[src/rtl/fight_scheduler_pkg.sv]
// rtl/fight_scheduler_pkg.sv - shared types, default constants and health arithmetic for the fight scheduler
package fight_pkg;

    typedef logic [7:0] health_t;

    typedef enum logic [1:0] {
        IDLE,
        WINDUP,
        STRIKE,
        COOLDOWN
    } fstate_t;

    localparam int HEALTH_INIT_D     = 100;
    localparam int DAMAGE_D          = 10;
    localparam int BLOCK_DAMAGE_D    = 2;
    localparam int WINDUP_FRAMES_D   = 3;
    localparam int COOLDOWN_FRAMES_D = 8;

    function automatic health_t sat_sub(input health_t h, input health_t d);
        return (d >= h) ? '0 : health_t'(h - d);
    endfunction

endpackage

[src/rtl/fight_scheduler_if.sv]
// rtl/fight_scheduler_if.sv - player controls, frame tick and animation/score outputs of the fight scheduler
interface fight_scheduler_if;
    import fight_pkg::*;

    logic    frame_tick;
    logic    p1_atk_req;
    logic    p2_atk_req;
    logic    p1_block;
    logic    p2_block;
    logic    in_range;
    logic    p1_punch_go;
    logic    p2_punch_go;
    logic    p1_hit;
    logic    p2_hit;
    health_t p1_health;
    health_t p2_health;
    logic    ko;
    logic    winner;

    modport master (
        output frame_tick, p1_atk_req, p2_atk_req, p1_block, p2_block, in_range,
        input  p1_punch_go, p2_punch_go, p1_hit, p2_hit, p1_health, p2_health, ko, winner
    );

    modport slave (
        input  frame_tick, p1_atk_req, p2_atk_req, p1_block, p2_block, in_range,
        output p1_punch_go, p2_punch_go, p1_hit, p2_hit, p1_health, p2_health, ko, winner
    );

endinterface

[src/rtl/fight_scheduler_fighter_seq.sv]
// rtl/fight_scheduler_fighter_seq.sv - per-player attack sequencer: windup, one-clk strike, cooldown, stun override
module fighter_seq
    import fight_pkg::*;
#(
    parameter int WINDUP_FRAMES   = WINDUP_FRAMES_D,
    parameter int COOLDOWN_FRAMES = COOLDOWN_FRAMES_D
) (
    input  logic    clk,
    input  logic    Reset,
    input  logic    frame_tick,
    input  logic    atk_req,
    input  logic    block,
    input  logic    freeze,
    input  logic    stun,
    output fstate_t state,
    output logic    punch_go
);

    localparam logic [7:0] WF = 8'(WINDUP_FRAMES);
    localparam logic [7:0] CF = 8'(COOLDOWN_FRAMES);

    logic [7:0] cnt;

    always_ff @(posedge clk or posedge Reset) begin
        if (Reset) begin
            state    <= IDLE;
            cnt      <= '0;
            punch_go <= 1'b0;
        end else begin
            punch_go <= 1'b0;
            if (freeze) begin
                state <= state;
            end else if (stun) begin
                // being hit cancels any pending attack and restarts recovery
                state <= COOLDOWN;
                cnt   <= CF;
            end else begin
                case (state)
                    IDLE: if (atk_req && !block) begin
                        state    <= WINDUP;
                        cnt      <= WF;
                        punch_go <= 1'b1;
                    end
                    WINDUP: if (frame_tick) begin
                        if (cnt == 8'd1) state <= STRIKE;
                        cnt <= cnt - 8'd1;
                    end
                    STRIKE: begin
                        state <= COOLDOWN;
                        cnt   <= CF;
                    end
                    COOLDOWN: if (frame_tick) begin
                        if (cnt == 8'd1) state <= IDLE;
                        cnt <= cnt - 8'd1;
                    end
                    default: state <= IDLE;
                endcase
            end
        end
    end

endmodule

[src/rtl/fight_scheduler.sv]
// rtl/fight_scheduler.sv - two-fighter strike resolution, health and KO; CHIP_DAMAGE_EN enables blocked-hit damage
module fight_scheduler
    import fight_pkg::*;
#(
    parameter int HEALTH_INIT     = HEALTH_INIT_D,
    parameter int DAMAGE          = DAMAGE_D,
    parameter int WINDUP_FRAMES   = WINDUP_FRAMES_D,
    parameter int COOLDOWN_FRAMES = COOLDOWN_FRAMES_D
`ifdef CHIP_DAMAGE_EN
    ,
    parameter int BLOCK_DAMAGE    = BLOCK_DAMAGE_D
`endif
) (
    input logic              clk,
    input logic              Reset,
    fight_scheduler_if.slave bus
);

    localparam health_t DMG = health_t'(DAMAGE);
`ifdef CHIP_DAMAGE_EN
    localparam health_t CHIP = health_t'(BLOCK_DAMAGE);
`else
    localparam health_t CHIP = '0;
`endif

    fstate_t st1, st2;
    logic    stun1, stun2;
    logic    guard1, guard2, lands1, lands2;
    health_t dmg1, dmg2, h1_next, h2_next;

    fighter_seq #(.WINDUP_FRAMES(WINDUP_FRAMES), .COOLDOWN_FRAMES(COOLDOWN_FRAMES)) u_p1 (
        .clk(clk), .Reset(Reset), .frame_tick(bus.frame_tick), .atk_req(bus.p1_atk_req),
        .block(bus.p1_block), .freeze(bus.ko), .stun(stun1), .state(st1), .punch_go(bus.p1_punch_go)
    );

    fighter_seq #(.WINDUP_FRAMES(WINDUP_FRAMES), .COOLDOWN_FRAMES(COOLDOWN_FRAMES)) u_p2 (
        .clk(clk), .Reset(Reset), .frame_tick(bus.frame_tick), .atk_req(bus.p2_atk_req),
        .block(bus.p2_block), .freeze(bus.ko), .stun(stun2), .state(st2), .punch_go(bus.p2_punch_go)
    );

    // a guard only counts for a player standing idle; a simultaneous strike is a clash
    assign guard1 = bus.p1_block && (st1 == IDLE);
    assign guard2 = bus.p2_block && (st2 == IDLE);
    assign lands1 = (st1 == STRIKE) && (st2 != STRIKE) && bus.in_range && !bus.ko;
    assign lands2 = (st2 == STRIKE) && (st1 != STRIKE) && bus.in_range && !bus.ko;
    assign stun2  = lands1 && !guard2;
    assign stun1  = lands2 && !guard1;

    always_comb begin
        dmg1 = '0;
        dmg2 = '0;
        if (lands1) dmg2 = guard2 ? CHIP : DMG;
        if (lands2) dmg1 = guard1 ? CHIP : DMG;
        h1_next = sat_sub(bus.p1_health, dmg1);
        h2_next = sat_sub(bus.p2_health, dmg2);
    end

    always_ff @(posedge clk or posedge Reset) begin
        if (Reset) begin
            bus.p1_health <= health_t'(HEALTH_INIT);
            bus.p2_health <= health_t'(HEALTH_INIT);
            bus.p1_hit    <= 1'b0;
            bus.p2_hit    <= 1'b0;
            bus.ko        <= 1'b0;
            bus.winner    <= 1'b0;
        end else begin
            bus.p1_hit <= stun1;
            bus.p2_hit <= stun2;
            if (lands1) begin
                bus.p2_health <= h2_next;
                if (h2_next == '0) begin
                    bus.ko     <= 1'b1;
                    bus.winner <= 1'b0;
                end
            end
            if (lands2) begin
                bus.p1_health <= h1_next;
                if (h1_next == '0) begin
                    bus.ko     <= 1'b1;
                    bus.winner <= 1'b1;
                end
            end
        end
    end

endmodule

[src/flat_wrapper.sv]
// flat-port wrapper written by rule: the top's interface ports become plain ports
module fight_scheduler_flat import fight_pkg::*;
#(
    parameter int HEALTH_INIT     = HEALTH_INIT_D,
    parameter int DAMAGE          = DAMAGE_D,
    parameter int WINDUP_FRAMES   = WINDUP_FRAMES_D,
    parameter int COOLDOWN_FRAMES = COOLDOWN_FRAMES_D

)
  (clk, Reset, bus_frame_tick, bus_p1_atk_req, bus_p2_atk_req, bus_p1_block, bus_p2_block, bus_in_range, bus_p1_punch_go, bus_p2_punch_go, bus_p1_hit, bus_p2_hit, bus_p1_health, bus_p2_health, bus_ko, bus_winner);
  fight_scheduler_if bus_i ();
  input logic clk;
  input logic Reset;
  input wire logic [$bits(bus_i.frame_tick)-1:0] bus_frame_tick;
  input wire logic [$bits(bus_i.p1_atk_req)-1:0] bus_p1_atk_req;
  input wire logic [$bits(bus_i.p2_atk_req)-1:0] bus_p2_atk_req;
  input wire logic [$bits(bus_i.p1_block)-1:0] bus_p1_block;
  input wire logic [$bits(bus_i.p2_block)-1:0] bus_p2_block;
  input wire logic [$bits(bus_i.in_range)-1:0] bus_in_range;
  output wire logic [$bits(bus_i.p1_punch_go)-1:0] bus_p1_punch_go;
  output wire logic [$bits(bus_i.p2_punch_go)-1:0] bus_p2_punch_go;
  output wire logic [$bits(bus_i.p1_hit)-1:0] bus_p1_hit;
  output wire logic [$bits(bus_i.p2_hit)-1:0] bus_p2_hit;
  output wire logic [$bits(bus_i.p1_health)-1:0] bus_p1_health;
  output wire logic [$bits(bus_i.p2_health)-1:0] bus_p2_health;
  output wire logic [$bits(bus_i.ko)-1:0] bus_ko;
  output wire logic [$bits(bus_i.winner)-1:0] bus_winner;
  assign bus_i.frame_tick = bus_frame_tick;
  assign bus_i.p1_atk_req = bus_p1_atk_req;
  assign bus_i.p2_atk_req = bus_p2_atk_req;
  assign bus_i.p1_block = bus_p1_block;
  assign bus_i.p2_block = bus_p2_block;
  assign bus_i.in_range = bus_in_range;
  assign bus_p1_punch_go = bus_i.p1_punch_go;
  assign bus_p2_punch_go = bus_i.p2_punch_go;
  assign bus_p1_hit = bus_i.p1_hit;
  assign bus_p2_hit = bus_i.p2_hit;
  assign bus_p1_health = bus_i.p1_health;
  assign bus_p2_health = bus_i.p2_health;
  assign bus_ko = bus_i.ko;
  assign bus_winner = bus_i.winner;
  fight_scheduler #(.HEALTH_INIT(HEALTH_INIT), .DAMAGE(DAMAGE), .WINDUP_FRAMES(WINDUP_FRAMES), .COOLDOWN_FRAMES(COOLDOWN_FRAMES)) u_core (.clk(clk), .Reset(Reset), .bus(bus_i));
endmodule
[config.mk]
export PLATFORM = sky130hd
export DESIGN_NAME = fight_scheduler_flat
export DESIGN_NICKNAME = d
export VERILOG_FILES = /design/src/rtl/fight_scheduler_pkg.sv /design/src/rtl/fight_scheduler_if.sv /design/src/rtl/fight_scheduler_fighter_seq.sv /design/src/rtl/fight_scheduler.sv /design/src/flat_wrapper.sv
export SDC_FILE = /design/constraint.sdc
export NUM_CORES = 1
export LEC_CHECK = 0
export BUFFER_PORTS_ARGS = -buffer_cell sky130_fd_sc_hd__buf_2
export CAP_MARGIN = 20
export CORE_ASPECT_RATIO = 0.8
export CORE_MARGIN = 10
export CORE_UTILIZATION = 59
export DETAILED_ROUTE_END_ITERATION = 12
export PLACE_DENSITY_LB_ADDON = 0.3
export SKIP_CTS_REPAIR_TIMING = 1
export SLEW_MARGIN = 30
export SYNTH_ARGS = -nofsm -noshare
export SYNTH_HDL_FRONTEND = slang
export SYNTH_HIERARCHICAL = 1
export SYNTH_SLANG_ARGS = --single-unit
[constraint.sdc]
create_clock -name clk -period 3.8 [get_ports clk]
set_clock_uncertainty 0.1 [all_clocks]
set_input_delay 0.38 -clock clk [delete_from_list [all_inputs] [get_ports clk]]
set_output_delay 0.38 -clock clk [all_outputs]
set_load 0.05 [all_outputs]
Word-level counts from Yosys, hierarchy flattened:

Cells that the tools add are included.

* bitwise gates (word level): 1
* multiplexer cells: 44
* eq/ne operators: 22
* reductions and logical operators: 27
* add/subtract/negate cells: 4
* magnitude comparators: 2

Operators by type and width (number)
* two-way mux 8 bit: 10
* case mux 8 bit (3 select lines): 2
* != test 3 x 2 -> 1 bit, second input constant: 10
* two-way mux 2 bit: 12
* == test 8 x 1 -> 1 bit, second input constant: 2
* greater-or-equal comparator 8 bit: 2
* logical NOT 8 bit: 2
* two-way mux 1 bit: 16
* case mux 2 bit (4 select lines): 2
* subtractor 8 x 1 -> 8 bit, second input constant: 2
* subtractor 8 bit: 2
* logical AND 1 bit: 12
* AND reduction 6 bit: 2
* == test 2 bit, second input constant: 4
* two-way mux 4 bit: 2
* != test 3 x 1 -> 1 bit, second input constant: 2
* AND reduction 3 bit: 2
* logical NOT 1 bit: 5
* == test 2 x 1 -> 1 bit, second input constant: 2
* logical NOT 2 bit: 2
* != test 2 bit, second input constant: 2
* OR reduction 2 bit: 2
* inverter 1 bit: 1

* logic and storage cells: 112
* register bits after elaboration: 42
* output and inout bits: 22
* input bits: 8

Logic depth before layout (Yosys ltp):

* word-level depth: 12
* gate-level depth with buffers: 12
* gate-level depth less buffers: 12

Modules after synthesis:

The synthesis kept the hierarchy.

Modules (own cells, without submodules)
* fighter_seq: area an instance 760.7 sq um, cells an instance 79, sequential area each 275.3 sq um, times used 2
* fight_scheduler: area an instance 1353.8 sq um, cells an instance 147, sequential area each 508.0 sq um, times used 1

Worst setup path before layout:

Ideal clock, no wire load.

* path kind: flip-flop to flip-flop
* from: register u_core.bus.ko
* to: register u_core.bus.ko
* path slack: 666 ps
* library setup time: 87 ps
* stages on the path, launching flop included: 13
* data required time: 3613 ps
* data arrival time: 2948 ps
* period minus slack after synthesis: 3134 ps
* buffers on the path: 0
* cells stage by stage: dfrtp_1 > inv_1 > nand2_1 > nor3_2 > nand2_1 > inv_1 > ha_1 > ha_1 > and2b_1 > nor3_1 > xor2_1 > o41a_1 > o211ai_1

* longest elaborated chain between the ends: 10
* elaborated cells on any way between the ends: 17
* those cells by class: add/sub: 2; order compare: 2; mux: 8; reduce/logical: 5

RTL lines
* from (decl): line fight_scheduler_if.sv:27 `output p1_punch_go, p2_punch_go, p1_hit, p2_hit, p1_health, p2_health, ko, winner`
* from (signal assigned): line fight_scheduler.sv:64 `bus.ko <= 1'b0;`
* from (signal assigned): line fight_scheduler.sv:72 `bus.ko <= 1'b1;`
* from (signal assigned): line fight_scheduler.sv:79 `bus.ko <= 1'b1;`
* logical NOT 1 bit: line fight_scheduler.sv:44, fight_scheduler.sv:45
* logical AND 1 bit: line fight_scheduler.sv:44 `assign lands1 = (st1 == STRIKE) && (st2 != STRIKE) && bus.in_range && !bus.ko;`
* two-way mux 8 bit: line fight_scheduler.sv:52 `if (lands1) dmg2 = guard2 ? CHIP : DMG;`
* subtractor 8 bit or greater-or-equal comparator 8 bit (tied branches): line fight_scheduler_pkg.sv:20 `return (d >= h) ? '0 : health_t'(h - d);`
* two-way mux 8 bit: line fight_scheduler_pkg.sv:20
* logical NOT 8 bit: line fight_scheduler.sv:71 `if (h2_next == '0) begin`
* two-way mux 1 bit: line fight_scheduler.sv:71
* two-way mux 1 bit: line fight_scheduler.sv:69 `if (lands1) begin`
* two-way mux 1 bit: line fight_scheduler.sv:78 `if (h1_next == '0) begin`
* two-way mux 1 bit (*): line fight_scheduler.sv:76 `if (lands2) begin`

Every way passes the cells marked *; elsewhere a longest branch is shown, timed or not.
A chain may end at the register's enable or synchronous reset.

Worst setup path after layout:

Ends and elaborated chain as after synthesis.

==> metrics <==
most frequent cells in the layout=dfrtp_1 (36), buf_2 (29), inv_1 (29); clk_lat worst skew=0.30 ns; crit path cell chain=inv_1 > nand2_1 > nor3_2 > buf_4 > nand2_1 > inv_1 > ha_1 > ha_1 > and2b_1 > nor3_1 > xor2_1 > o41a_1 > o211ai_1; Core Area=0.00465 mm^2; power density cells=259 mW/mm^2; library cells used by synthesis=55; nets=360; Static Leakage=0.00146 uW; Yosys warning total=6; Combinational Power Share=2.4%; sequential share of power=54.7%; Num Clock Sinks=42; register bit total from synthesis=42; die height=82.4 um; sw power=169 uW; TritonCTS clock tree=built; Power Internal=648 uW; DR vias=2,378; Layout area overhead=9.75%; Clk pwr share=42.9%; CTS buffer count=5; dominant synthesized flop cell=dfrtp_1; path type of the worst min-delay path=in -> async; area leader, netlist=dfrtp_1; H-tree level count=2; # setup viols final=0; slowest CP cell=dfrtp_1; ys async rst share=100%; clock buffer depth=2; syn_area_per_cell=9.43 um^2; vias per inst=6.02; gr usage total=16.6%; outcome=finished with violations; final hold violation count=11; Sequential Area=0.00106 mm^2; crit path time final=3.34 ns; initial antenna violation count=0; violated checks=hold timing; maximum VDD drop=226 uV; setup TNS=0 ns; share of post-route cells with drive strength above 1=19.7%; first-pass GRT wire length=11,100 um; largest cells by area after synthesis=dfrtp_1 (31%), ha_1 (7.8%), dfstp_2 (5.5%), o21ai_0 (4.2%), inv_1 (3.8%); final RePlAce weighted congestion=0.911; CTS Root Cell=clkbuf_8; Die Width=98.1 um; Initial Util=61.8%; final worst path period share=88.0%; Bufs and invs on worst path=3; starting DRC count in detailed routing=93; Mapped Cells=305; n_diodes=0; sequential fraction of the synthesis area=36.8%; critical path endpoint category=flip-flop; Max Freq=299 MHz; crit start category=flip-flop; post-synth top area share=31.3%; I/O pin cnt=30; Worst EP arrival=3.45 ns; routed length per placed instance=16.3 um; Largest delay share family, worst path=simple AND/OR/NAND/NOR gates; Post-Route WL=6460 um; global route total overflow=0; footprint of the multi-input gates=0.00165 mm^2; DRC viols=0; Rows=22; Slew Viols, Final=0; DIE AREA=0.00808 mm^2; Worst-Margin Slew=0.753 ns; vias in the first global route=2,328; Clock transition at path regs=0.08 ns; critical path class=reg -> reg; hpwl dp=4870 um; max-cap violation count=0; largest net degree at the start of global routing=21; fillers=375; Synthesized Nets=331; critical path fanouts, max=9; # port buffers=29; switch share=20.7%; CP max stage delay=0.52 ns; Post-synth EDFFs=0; Hold WS=-0.00644 ns; synthesized area=0.00288 mm^2; Critical Path RT=3.91 ns; commonest non-fill, non-tap cell in the layout=dfrtp_1; RSZ-0062 raised after global routing=no; DRT antenna net count=0; relative slew slack=49.8%; Detailed Routing Iterations Pass 1=4
[per-layer routing]
| layer | GRT usage [%] | vias up | routed length, um |
|---|---|---|---|
| met5 | 0 | - | 0 |
| met4 | 3.77 | 0 | 58 |
| met3 | 4.48 | 7 | 392 |
| met2 | 27.4 | 76 | 2970 |
| met1 | 21.4 | 1129 | 3040 |
| li1 | - | 1166 | - |
[final timing paths]
check | startpoint | to | cells after the start | slack [ns]
max | u_core/bus.ko | u_core/bus.ko | 13 | 0.46
min | Reset | u_core/u_p1/cnt[2] | 2 | -0.006
max reg2reg | u_core/bus.ko | u_core/bus.ko | 13 | 0.46
min reg2reg | u_core/u_p2/cnt[7] | u_core/u_p2/cnt[7] | 1 | 0.39
max in group asynchronous | Reset | u_core/bus.p1_health[0] | 2 | 2.99
min in group clk | bus_frame_tick | u_core/u_p1/cnt[2] | 3 | 0.35
[through the flow]
stage	instances	power, uW	cell area, um^2	util, %	worst slack (ns)
6_report	395	817	3160	67.8	0.455
5_1_grt	395	853	3160	67.8	0.181
4_1_cts	395	830	3160	67.8	0.465
3_5_place_dp	387	476	3050	65.5	0.548
3_3_place_gp	387	475	3050	65.5	0.653
2_1_floorplan	305	465	2880	-	0.666
[registers in the layout, indices dropped and copies added, names as in the netlist]
signal,cells
u_core/u_p1/cnt,8
u_core/u_p2/state,2
u_core/bus.winner,1
u_core/u_p2/punch_go,1
u_core/bus.p1_hit,1
u_core/bus.ko,1
u_core/bus.p1_health,8
u_core/u_p1/punch_go,1
u_core/bus.p2_health,8
u_core/u_p2/cnt,8
u_core/bus.p2_hit,1
u_core/u_p1/state,2
[kinds of logic after synthesis]
kind of cell	after synthesis	share of synthesized area, %
compound gates	84	22.7
xor+xnor	4	1.22
fa+ha+maj	18	7.83
buf+inv	37	5.66
flops	42	36.8
mux	9	3.22
simple gates	111	22.5
[power by group through the flow]
stage | registers [uW] | logic, uW | clock network [uW]
6_report | 447 | 19.3 | 351
5_1_grt | 447 | 22.3 | 384
4_1_cts | 447 | 20.2 | 363
3_5_place_dp | 455 | 20.1 | 0
3_3_place_gp | 455 | 19.6 | 0
2_1_floorplan | 455 | 9.87 | 0
[cell usage after synthesis (all sizes together), types with 2 or more instances]
cell type   n
o2bb2ai     2
inv        29
a31oi       2
buf         4
o221ai      2
ha         18
dfstp       6
nor4        6
clkbuf      4
a2111oi     2
nor2       24
nand2b      8
nand3b      2
o21ai      29
dfrtp      36
nand2      23
mux2i       7
a22o        2
nand4       3
nand3       7
or3         6
nor2b       9
a21oi      11
nor3       16
mux2        2
o21bai      2
a211oi      9
a21o        2
o31ai      12
nor3b       2
xor2        3
o32a        2
[worst reg2reg max path: stages (launching register included)]
cell      delay [ns]
dfrtp_1         0.52
inv_1           0.13
nand2_1         0.12
nor3_2          0.12
buf_4           0.17
nand2_1         0.08
inv_1           0.23
ha_1            0.24
ha_1            0.19
and2b_1         0.19
nor3_1          0.40
xor2_1          0.13
o41a_1          0.46
o211ai_1        0.18
[final cells by class]
class	instances	share of cell area [%]
well taps	60	2.38
clock inverters	1	0.952
flip-flops and latches	42	33.5
multi-input cells	226	52.4
repair buffers	30	4.84
clock buffers	7	2.42
inverters	29	3.45
Power figures use the tool's default switching activity.
